[src/rtl/sub0_pipe.sv]
// Two-stage pipelined subtractor (a_in - b_in) with parallel-prefix borrow chain and valid/ready I/O.
// Optional macro SUB0_SATURATE_EN: clamp diff to 0 on unsigned borrow.
module sub0_pipe #(
    parameter int WIDTH = 8
) (
    input  logic             wb_clk_i,
    input  logic             wb_rst_i,
    input  logic             in_valid,
    output logic             in_ready,
    input  logic [WIDTH-1:0] a_in,
    input  logic [WIDTH-1:0] b_in,
    output logic             out_valid,
    input  logic             out_ready,
    output logic [WIDTH-1:0] diff,
    output logic             borrow,
    output logic             ovf,
    output logic             zero
);

    localparam int H = WIDTH / 2;

    // Kogge-Stone prefix over one half; bit k of the result is the carry into bit k+1.
    function automatic logic [H-1:0] prefix_carry(input logic [H-1:0] p,
                                                   input logic [H-1:0] g,
                                                   input logic         cin);
        logic [H-1:0] gg;
        logic [H-1:0] pp;
        logic [H-1:0] gn;
        logic [H-1:0] pn;
        gg    = g;
        pp    = p;
        gg[0] = g[0] | (p[0] & cin);
        for (int d = 1; d < H; d = d * 2) begin
            gn = gg;
            pn = pp;
            for (int i = d; i < H; i++) begin
                gn[i] = gg[i] | (pp[i] & gg[i-d]);
                pn[i] = pp[i] & pp[i-d];
            end
            gg = gn;
            pp = pn;
        end
        return gg;
    endfunction

    logic             s1_valid_q, s1_valid_d;
    logic [WIDTH-1:0] p_q, p_d;
    logic [WIDTH-1:0] g_q, g_d;
    logic [H-1:0]     clo_q, clo_d;

    logic             out_valid_q, out_valid_d;
    logic [WIDTH-1:0] diff_q, diff_d;
    logic             borrow_q, borrow_d;
    logic             ovf_q, ovf_d;
    logic             zero_q, zero_d;

    logic             s2_adv_s;
    logic             s1_adv_s;
    logic             accept_s;
    logic [WIDTH-1:0] p_s;
    logic [WIDTH-1:0] g_s;
    logic [H-1:0]     chi_s;
    logic [WIDTH:0]   c_s;
    logic [WIDTH-1:0] diff_raw_s;
    logic             borrow_raw_s;

    assign s2_adv_s = ~out_valid_q | out_ready;
    assign s1_adv_s = s1_valid_q & s2_adv_s;
    assign in_ready = ~s1_valid_q | s2_adv_s;
    assign accept_s = in_valid & in_ready;

    // Datapath: subtraction as a + ~b + 1, low-half carries in S1, high half in S2.
    always_comb begin
        p_s          = a_in ^ ~b_in;
        g_s          = a_in & ~b_in;
        chi_s        = prefix_carry(p_q[WIDTH-1:H], g_q[WIDTH-1:H], clo_q[H-1]);
        c_s          = {chi_s, clo_q, 1'b1};
        diff_raw_s   = p_q ^ c_s[WIDTH-1:0];
        borrow_raw_s = ~c_s[WIDTH];
    end

    // Stage 1 next state: load on accept, empty when handed to S2, else hold.
    always_comb begin
        p_d        = p_q;
        g_d        = g_q;
        clo_d      = clo_q;
        s1_valid_d = s1_valid_q;
        if (accept_s) begin
            p_d        = p_s;
            g_d        = g_s;
            clo_d      = prefix_carry(p_s[H-1:0], g_s[H-1:0], 1'b1);
            s1_valid_d = 1'b1;
        end else if (s1_adv_s) begin
            s1_valid_d = 1'b0;
        end else begin
            s1_valid_d = s1_valid_q;
        end
    end

    // Stage 2 next state: results only change when the output slot can advance.
    always_comb begin
        out_valid_d = out_valid_q;
        diff_d      = diff_q;
        borrow_d    = borrow_q;
        ovf_d       = ovf_q;
        zero_d      = zero_q;
        if (s2_adv_s) begin
            out_valid_d = s1_valid_q;
            if (s1_valid_q) begin
`ifdef SUB0_SATURATE_EN
                diff_d = borrow_raw_s ? {WIDTH{1'b0}} : diff_raw_s;
`else
                diff_d = diff_raw_s;
`endif
                borrow_d = borrow_raw_s;
                ovf_d    = c_s[WIDTH] ^ c_s[WIDTH-1];
                zero_d   = (diff_raw_s == {WIDTH{1'b0}});
            end else begin
                diff_d   = diff_q;
                borrow_d = borrow_q;
                ovf_d    = ovf_q;
                zero_d   = zero_q;
            end
        end else begin
            out_valid_d = out_valid_q;
        end
    end

    // Pipeline registers; reset discards anything in flight.
    always_ff @(posedge wb_clk_i or posedge wb_rst_i) begin
        if (wb_rst_i) begin
            s1_valid_q  <= 1'b0;
            p_q         <= {WIDTH{1'b0}};
            g_q         <= {WIDTH{1'b0}};
            clo_q       <= {H{1'b0}};
            out_valid_q <= 1'b0;
            diff_q      <= {WIDTH{1'b0}};
            borrow_q    <= 1'b0;
            ovf_q       <= 1'b0;
            zero_q      <= 1'b0;
        end else begin
            s1_valid_q  <= s1_valid_d;
            p_q         <= p_d;
            g_q         <= g_d;
            clo_q       <= clo_d;
            out_valid_q <= out_valid_d;
            diff_q      <= diff_d;
            borrow_q    <= borrow_d;
            ovf_q       <= ovf_d;
            zero_q      <= zero_d;
        end
    end

    assign out_valid = out_valid_q;
    assign diff      = diff_q;
    assign borrow    = borrow_q;
    assign ovf       = ovf_q;
    assign zero      = zero_q;

endmodule
[config.mk]
export PLATFORM = sky130hd
export DESIGN_NAME = sub0_pipe
export DESIGN_NICKNAME = d
export VERILOG_FILES = /design/src/rtl/sub0_pipe.sv
export SDC_FILE = /design/constraint.sdc
export NUM_CORES = 1
export LEC_CHECK = 0
export CAP_MARGIN = 20
export CORE_MARGIN = 3
export CORE_UTILIZATION = 30
export CTS_CLUSTER_SIZE = 14
export DETAILED_ROUTE_END_ITERATION = 10
export PLACE_DENSITY = 0.64
export SLEW_MARGIN = 20
export SYNTH_ARGS = -nofsm -noshare
export SYNTH_HDL_FRONTEND = slang
export SYNTH_SLANG_ARGS = --single-unit
[constraint.sdc]
create_clock -name wb_clk_i -period 3.11 [get_ports wb_clk_i]
set_input_delay 0.311 -clock wb_clk_i [delete_from_list [all_inputs] [get_ports wb_clk_i]]
set_output_delay 0.311 -clock wb_clk_i [all_outputs]
set_load 0.005 [all_outputs]
==> results.toml <==
[timing]
slew_violations = 0
fin_setup_tns_ns = 0
post-route-min-period_ns = 1.81
finalSetupViolCount = 0
timing.fmax_mhz = 552
finalCritPeriodShare_pct = 58.2
rsz0062_at_grt = "no"
slew_headroom_pct = 60.9
clock_skew_ns = 0.00409
whs_ns = 0.427
worst_pin_slew_ns = 0.585
finalHoldViolCount = 0

[cells_and_area]
area_growth_pct = 31.0
diodes = 0
multiInputGateArea_um2 = 634
fin_util_pct = 41.6
final_common_cell = "clkdlybuf4s50_1"
fin_area_um2 = 1860
final_cell_mix = "32 x clkdlybuf4s50_1, 29 x dfrtp_1, 13 x nand2_1"
fillers = 434
final_layout_size_suffix_gt1_share_pct = 18.1
layout.nets = 184
seqCellArea_um2 = 726

[yosys]
synthArstFlopShare_pct = 100
postSynthAreaPerCell_um2 = 12.1
synthTopCellsByArea = "dfrtp_1 51%, ha_1 8.8%, mux2_2 7.9%"
netlist.area_leader.share_pct = 51.1
synthCells = 117
yosysWarnings = 0
synth_edf_count = 0
ys_seq_area_share_pct = 51.1
synth_nets = 147
yosysUniqueCellTypes = 29
syn_area_um2 = 1420
yosys_most_used_dff = "dfrtp_1"
yosys.area.top_type = "dfrtp_1"
synth-seq-cells = 29

[cts]
cts_resized = 0
cts_tree = "built"
hold_buffers = 0
cts-buffers-inserted = 5
insertion_delay_ns = 0.27
cts-htree-levels = 2
clk_pin_slew_ns = 0.06
clock_path_buffers = 2
cts_root_buf = "clkbuf_8"
post_cts_buffers = 0
clock_sinks = 29

[routing]
firstDrtPassIters = 4
vias = 960
drc_errors = 0
ant_nets = 0
post_drt_wl_per_cell_um = 12.4
initialDrtViolationCount = 56
totalWireLength_um = 2570
vias_per_cell = 4.64

[die]
rows = 24
fp.dieW_um = 74.8
die_height_um = 74.8
die_area_um2 = 5590
ios = 33
start_util_pct = 31.7
core_area_um2 = 4470

[placement]
place_area_um2 = 1780
io_buffer_count = 32
gp_congestion = 0.760
dp_hpwl_um = 2030

[worst_setup_path]
critPathLaunchType = "flip-flop"
worstPathRequired_ns = 3.29
worst_r2r_endpoint = "zero$_DFFE_PP0P_"
arrival_ns = 1.99
critPathKind = "reg -> reg"
r2r_slack_ns = 1.30
critPathMaxFanout = 2
reg2reg_depth = 6
reg2reg_from = "p_q[4]$_DFFE_PP0P_"
end_kind = "flip-flop"

[run_status]
run_status = "finished, final reports clean"

[hold_path]
hold_path.class = "in -> async"

[global_route]
antenna_found_initial = 0
grt.total_usage_pct = 10.9
grt_pass1_vias = 981
grt_pass1_wl_um = 4530
grt-ovfl-total = 0
grt_max_degree = 30

[power_and_ir_drop]
ir_drop_mv = 0.196
p_total_uw = 1150
leakagePower_uw = 0.000849
p_per_area_nw_per_um2 = 621

[job]
maxCapViolations = 0
logic make-up (layout without fill, tap and decap cells):
kind of cell / after synthesis / count (layout) / share of synthesized area [%]
XOR/XNOR: 6 / 6 / 3.70
adder cells (fa/ha/maj): 10 / 10 / 8.82
AO/OA/AOI/OAI: 19 / 19 / 7.94
flip-flops: 29 / 29 / 51.1
multiplexers: 15 / 15 / 13.2
buffers and inverters: 11 / 49 / 4.14
AND/OR/NAND/NOR: 27 / 27 / 11.0
area by class of cell:
class / count / share of cell area, %
flip-flops and latches: 29 / 39.0
well taps: 52 / 3.50
clock buffers: 8 / 4.31
multi-input cells: 77 / 34.1
repair buffers: 32 / 17.2
inverters: 9 / 1.82
flip-flops by register name, summed over array words and instances (netlist names):
| name | cells |
|---|---|
| p_q | 8 |
| zero | 1 |
| clo_q | 4 |
| borrow | 1 |
| g_q | 4 |
| out_valid | 1 |
| s1_valid_q | 1 |
| ovf | 1 |
| diff | 8 |
critical path, stage by stage, from the launching register on:
cell	delay, ns
dfrtp_1	0.38
ha_1	0.20
or2_2	0.29
ha_1	0.30
and4bb_1	0.27
nand4_1	0.09
o31ai_1	0.19
Yosys cell counts (2+ instances only):
cell	number
dfrtp_1	29
nand2_1	13
ha_1	10
mux2_2	10
inv_1	9
o21ai_0	9
mux2_4	5
a21oi_1	4
xnor2_1	4
nand2b_1	2
nor2_1	2
o211ai_1	2
xor2_1	2
metrics by stage:
step,worst slack (ns),std cells
floorplan,1.39,117
global placement,1.33,199
detailed placement,1.30,199
CTS,1.28,207
global route,1.14,207
finish,1.30,207
where the power goes:
group	total, uW	switching [uW]	internal (uW)
combinational	341	127	214
clock	286	127	158
sequential	528	61.8	466
metal layers:
metal  GRT usage, %  routed length [um]  share of wire (%)
met5              0                   0                  0
met4           8.10                  80                3.1
met3           2.94                  86                3.3
met2           16.1                1260                 49
met1           13.7                1150                 45
how the worst max path moves through the flow:
stage                            start          endpoint  slack [ns]  cells past startpoint
floorplan           p_q[4]$_DFFE_PP0P_  zero$_DFFE_PP0P_        1.39                      6
finish              p_q[4]$_DFFE_PP0P_  zero$_DFFE_PP0P_        1.30                      6
global placement             out_ready          in_ready        1.33                      3
detailed placement  p_q[4]$_DFFE_PP0P_  zero$_DFFE_PP0P_        1.30                      6
CTS                 p_q[4]$_DFFE_PP0P_  zero$_DFFE_PP0P_        1.28                      6
global route        p_q[4]$_DFFE_PP0P_  zero$_DFFE_PP0P_        1.14                      7
(Power assumes the default switching activity.)
